==> src/rtl/mac_sequencer_pkg.sv <==
// Shared widths and state encoding for the mac_sequencer dot-product engine.
//   DATA_WIDTH_DEF   : default width of operands, bias, accumulator and result
//   WEIGHT_WIDTH_DEF : default width of the weight operand
//   LENGTH_WIDTH_DEF : default width of the pair counter
package mac_sequencer_pkg;

  localparam int unsigned DATA_WIDTH_DEF   = 32;
  localparam int unsigned WEIGHT_WIDTH_DEF = 8;
  localparam int unsigned LENGTH_WIDTH_DEF = 8;

  // Encoding 2'd3 is unreachable and is treated as IDLE.
  typedef enum logic [1:0] {
    ST_IDLE  = 2'd0,
    ST_ACCUM = 2'd1,
    ST_DONE  = 2'd2
  } state_e;

endpackage

==> src/rtl/mac_sequencer_multiply_and_add.sv <==
// Combinational multiply-accumulate: output_value_c = add_value + input_value * weight_value.
//   add_value      : running sum
//   input_value    : activation operand
//   weight_value   : weight operand, zero-extended to DATA_WIDTH
//   output_value_c : sum truncated modulo 2^DATA_WIDTH
module multiply_and_add #(
  parameter int unsigned DATA_WIDTH   = 32,
  parameter int unsigned WEIGHT_WIDTH = 8
) (
  input  logic [DATA_WIDTH-1:0]   add_value,
  input  logic [DATA_WIDTH-1:0]   input_value,
  input  logic [WEIGHT_WIDTH-1:0] weight_value,
  output logic [DATA_WIDTH-1:0]   output_value_c
);

  logic [DATA_WIDTH-1:0] weight_ext;

  assign weight_ext     = DATA_WIDTH'(weight_value);
  // Product and sum both wrap silently at DATA_WIDTH bits.
  assign output_value_c = add_value + input_value * weight_ext;

endmodule

==> src/rtl/mac_sequencer.sv <==
// Multi-cycle dot-product engine for one neuron: loads a bias, accumulates
// (input, weight) pairs at one per cycle and presents the sum on a
// valid/ready result port.
//   clk, rst                  : clock, synchronous active-high reset
//   start, vector_length,
//   bias_value                : job request and parameters (latched in IDLE)
//   in_valid/in_ready,
//   input_value, weight_value : pair stream
//   result_valid/result_ready,
//   result_value              : finished sum
//   busy                      : high whenever not IDLE
module mac_sequencer
  import mac_sequencer_pkg::*;
#(
  parameter int unsigned DATA_WIDTH   = DATA_WIDTH_DEF,
  parameter int unsigned WEIGHT_WIDTH = WEIGHT_WIDTH_DEF,
  parameter int unsigned LENGTH_WIDTH = LENGTH_WIDTH_DEF
) (
  input  logic                    clk,
  input  logic                    rst,
  input  logic                    start,
  input  logic [LENGTH_WIDTH-1:0] vector_length,
  input  logic [DATA_WIDTH-1:0]   bias_value,
  input  logic                    in_valid,
  output logic                    in_ready,
  input  logic [DATA_WIDTH-1:0]   input_value,
  input  logic [WEIGHT_WIDTH-1:0] weight_value,
  output logic                    result_valid,
  input  logic                    result_ready,
  output logic [DATA_WIDTH-1:0]   result_value,
  output logic                    busy
);

  state_e                  state_q, state_d;
  logic [DATA_WIDTH-1:0]   acc_q, acc_d;
  logic [LENGTH_WIDTH-1:0] rem_q, rem_d;
  logic                    in_ready_q, in_ready_d;
  logic                    result_valid_q, result_valid_d;
  logic                    busy_q, busy_d;
  logic [DATA_WIDTH-1:0]   mac_sum_c;
  logic                    beat_c;

  // Datapath: accumulator fed back as the add operand.
  multiply_and_add #(
    .DATA_WIDTH   (DATA_WIDTH),
    .WEIGHT_WIDTH (WEIGHT_WIDTH)
  ) u_mac (
    .add_value      (acc_q),
    .input_value    (input_value),
    .weight_value   (weight_value),
    .output_value_c (mac_sum_c)
  );

  // in_ready_q is only ever high in ACCUM, so it alone qualifies a beat.
  assign beat_c = in_valid & in_ready_q;

  // Next-state, counter/accumulator update and registered-output decode.
  always_comb begin
    state_d        = state_q;
    acc_d          = acc_q;
    rem_d          = rem_q;
    in_ready_d     = 1'b0;
    result_valid_d = 1'b0;
    busy_d         = 1'b0;

    case (state_q)
      ST_ACCUM: begin
        if (beat_c) begin
          acc_d = mac_sum_c;
          rem_d = rem_q - LENGTH_WIDTH'(1);
          if (rem_q == LENGTH_WIDTH'(1)) begin
            state_d = ST_DONE;
          end
        end
      end
      ST_DONE: begin
        // A start seen here is dropped; it must be re-presented in IDLE.
        if (result_ready) begin
          state_d = ST_IDLE;
        end
      end
      default: begin
        if (start) begin
          acc_d   = bias_value;
          rem_d   = vector_length;
          state_d = (vector_length != '0) ? ST_ACCUM : ST_DONE;
        end
      end
    endcase

    // Outputs are decoded from the next state so they register with it.
    in_ready_d     = (state_d == ST_ACCUM);
    result_valid_d = (state_d == ST_DONE);
    busy_d         = (state_d == ST_ACCUM) || (state_d == ST_DONE);
  end

  // State and output registers.
  always_ff @(posedge clk) begin
    if (rst) begin
      state_q        <= ST_IDLE;
      acc_q          <= '0;
      rem_q          <= '0;
      in_ready_q     <= 1'b0;
      result_valid_q <= 1'b0;
      busy_q         <= 1'b0;
    end else begin
      state_q        <= state_d;
      acc_q          <= acc_d;
      rem_q          <= rem_d;
      in_ready_q     <= in_ready_d;
      result_valid_q <= result_valid_d;
      busy_q         <= busy_d;
    end
  end

  assign in_ready     = in_ready_q;
  assign result_valid = result_valid_q;
  assign result_value = acc_q;
  assign busy         = busy_q;

endmodule

==> config.mk <==
export PLATFORM = sky130hd
export DESIGN_NAME = mac_sequencer
export DESIGN_NICKNAME = d
export VERILOG_FILES = /design/src/rtl/mac_sequencer_pkg.sv /design/src/rtl/mac_sequencer_multiply_and_add.sv /design/src/rtl/mac_sequencer.sv
export SDC_FILE = /design/constraint.sdc
export NUM_CORES = 1
export LEC_CHECK = 0
export ABC_CLOCK_PERIOD_IN_PS = 12800
export CORE_ASPECT_RATIO = 1.75
export CORE_MARGIN = 1
export CORE_UTILIZATION = 25
export DETAILED_ROUTE_END_ITERATION = 6
export PLACE_DENSITY_LB_ADDON = 0.05
export SLEW_MARGIN = 40
export SYNTH_ARGS = -nofsm -noshare
export SYNTH_HDL_FRONTEND = slang
export SYNTH_SLANG_ARGS = --single-unit
==> constraint.sdc <==
create_clock -name clk -period 12.8 [get_ports clk]
set_clock_uncertainty 0.2 [all_clocks]
set_input_delay 2.56 -clock clk [delete_from_list [all_inputs] [get_ports clk]]
set_output_delay 2.56 -clock clk [all_outputs]
set_load 0.02 [all_outputs]
==> out/metrics.csv <==
stage;metric;value;unit
status;run status;complete, no violations;
layout;post-route insts no fill;1731;
synthesis;number of library cell types mapped by synthesis;57;
clocking;H-tree lvl count;2;
floorplan;Vert. Die Dim;263.1;um
layout;# diodes;0;
synthesis;post-synthesis cell count;1151;
layout;number of nets in the layout;1563;
synthesis;sequential share of the synthesized area;0.09249;
floorplan;Die X-Extent;151.2;um
route;Total Wirelength;34870;um
sta;Slew @ Worst Pin;0.8087;ns
clocking;clk slew on worst S/H paths;0.07;ns
sta;Setup TNS;0;ns
clocking;Clk Latency, worst-skew pair;0.32;ns
global_routing;M2 GR Usage;0.3741;
floorplan;Cell Rows;95;
clocking;CTS Buf Count;5;
global_routing;GRT Total Usage;0.1842;
sta;fin crit period;8.193;ns
clocking;Post-CTS Setup Inserts;0;
clocking;CTS Buffer Depth;2;
floorplan;Starting Density;0.2537;
sta;max-slew violations;0;
placement;Inst Count DP;1723;
route;DR WL/cell;20.14;um
sta;Min Hold Slack;0.3114;ns
sta;endpoints failing hold;0;
sta;f_max;0.1221;GHz
global_routing;met1 Usage GRT;0.1969;
critical_path;arrival time of the worst setup path;8.23;ns
sta;fin crit share;0.6401;
critical_path;CP Launch Type;input port;
synthesis;Synth Warn #;0;
placement;number of port buffers;119;
global_routing;first-pass GRT wire length;53250;um
global_routing;gr busiest metal;met2;
critical_path;Setup Crit Path Kind;in2reg;
synthesis;dominant synthesized flop cell;dfxtp_1;
route;total number of vias;7841;
placement;GP Congestion;0.8045;
placement;DP HPWL;27620;um
global_routing;initial antenna violation count;0;
sta;Max-slew headroom;0.4609;
clocking;CTS root buf;clkbuf_16;
route;final antenna-violating net count;0;
global_routing;met3 Use GR;0.01664;
clocking;CTS tree;yes;
worst_hold_path;HP Class;reg2reg;
synthesis;Post-Syn Nets;1469;
route;initial DRC count;297;
floorplan;Top-Level Pins;120;
synthesis;Post-synth EDFFs;0;
floorplan;Core Region;38390;um^2
run;Max Cap Violations;0;
sta;RSZ-0062 raised after global routing;no;
critical_path;Worst EP required;12.84;ns
critical_path;crit path capture type;register;
sta;Final setup viols;0;
global_routing;total global routing overflow;0;
layout;synthesis-to-layout area growth;19.07;%
layout;commonest non-fill, non-tap cell in the layout;inv_1;
global_routing;largest net degree at the start of global routing;51;
layout;share of post-route cells with drive strength above 1;0.02889;
synthesis;ys async rst share;0;
clocking;Sink Count;45;
clocking;CTS Hold Bufs;0;
layout;most frequent cells in the layout;258 x inv_1, 186 x fa_1, 149 x and2_1;
route;drt drc;0;
critical_path;worst-path fanout max;32;
route;DR vias/cell;4.530;
route;DR pass1 iterations;4;
global_routing;vias in the first global route;8918;
synthesis;mapped cell area;9741;um^2
synthesis;FF+latch count, synth;45;
floorplan;die area;39790;um^2
clocking;Post-CTS Resized;0;
synthesis;Syn Area/Cell;8.463;um^2
==> worst paths after layout <==
path                         start               end  slack, ns  cells after the start
setup / recovery   weight_value[0]  result_value[29]       4.61                     20
hold / removal            rem_q[7]          rem_q[7]       0.31                      2
setup reg to reg  result_value[12]  result_value[29]       7.41                     18
hold reg to reg           rem_q[7]          rem_q[7]       0.31                      2
==> kinds of logic (layout without fill, tap and decap cells) <==
kind of cell,Yosys count,count (layout),share of synthesized area
adder cells (fa/ha/maj),233,233,0.4426
AND/OR/NAND/NOR,369,369,0.1941
XOR/XNOR,35,35,0.03147
flip-flops,45,45,0.09249
AO/OA/AOI/OAI,153,153,0.1080
buffers and inverters,302,397,0.1164
multiplexers,14,14,0.01490
==> flip-flops by register name, summed over array words and instances (netlist names) <==
register	count
busy	1
in_ready	1
result_valid	1
rem_q	8
result_value	32
state_q	2
==> layout make-up <==
type,count,area [um^2]
multi-input combinational,804,7716
clock buffer,6,128.9
inverter,259,972.2
clock inverter,2,10.01
sequential,45,900.9
timing repair buffer,130,1264
tap,485,606.8
fill,4202,26790
==> synth_stat cells (all sizes together) (13+ instances only) <==
library cell  instances  share of area
a211oi               26          0.022
a21oi                45          0.024
and2                149          0.096
clkbuf               39          0.015
dfxtp                45          0.092
fa                  186           0.38
ha                   47          0.060
inv                 258          0.099
mux2i                13          0.013
nand2               116          0.045
nor2                 49          0.019
o21ai                26          0.013
xnor2                24          0.022
==> through the flow <==
stage                     instance area [um^2]  utilization  setup slack [ns]
after floorplan                           9741            -             5.312
after global placement                   11460       0.2986             4.106
after detailed placement                 11460       0.2985             4.249
after CTS                                11600       0.3021             4.558
after global routing                     11600       0.3021             4.333
final                                    11600       0.3021             4.607
==> metal layers <==
metal | routed length [um] | up-vias | share of wire
met5 | 0 | - | 0
met4 | 537 | 0 | 0.015
met3 | 870 | 19 | 0.025
met2 | 20660 | 119 | 0.59
met1 | 12800 | 4005 | 0.37
li1 | - | 3698 | -
==> worst max-delay path, stage by stage <==
cell and delay (ns):
clkdlybuf4s50_1 0.45, buf_4 0.45, nand2_1 0.21, fa_1 0.57
inv_1 0.07, fa_1 0.52, fa_1 0.50, inv_1 0.10
fa_1 0.42, inv_1 0.07, ha_1 0.28, a21oi_1 0.21
a21boi_0 0.17, nor4b_2 0.25, nor2_1 0.13, o221a_2 0.31
a211oi_2 0.28, a21oi_1 0.13, or3_1 0.36, a31oi_1 0.16
Power is not shown: default switching activity piles up to over one toggle a cycle in this logic, so the estimate is an artifact.
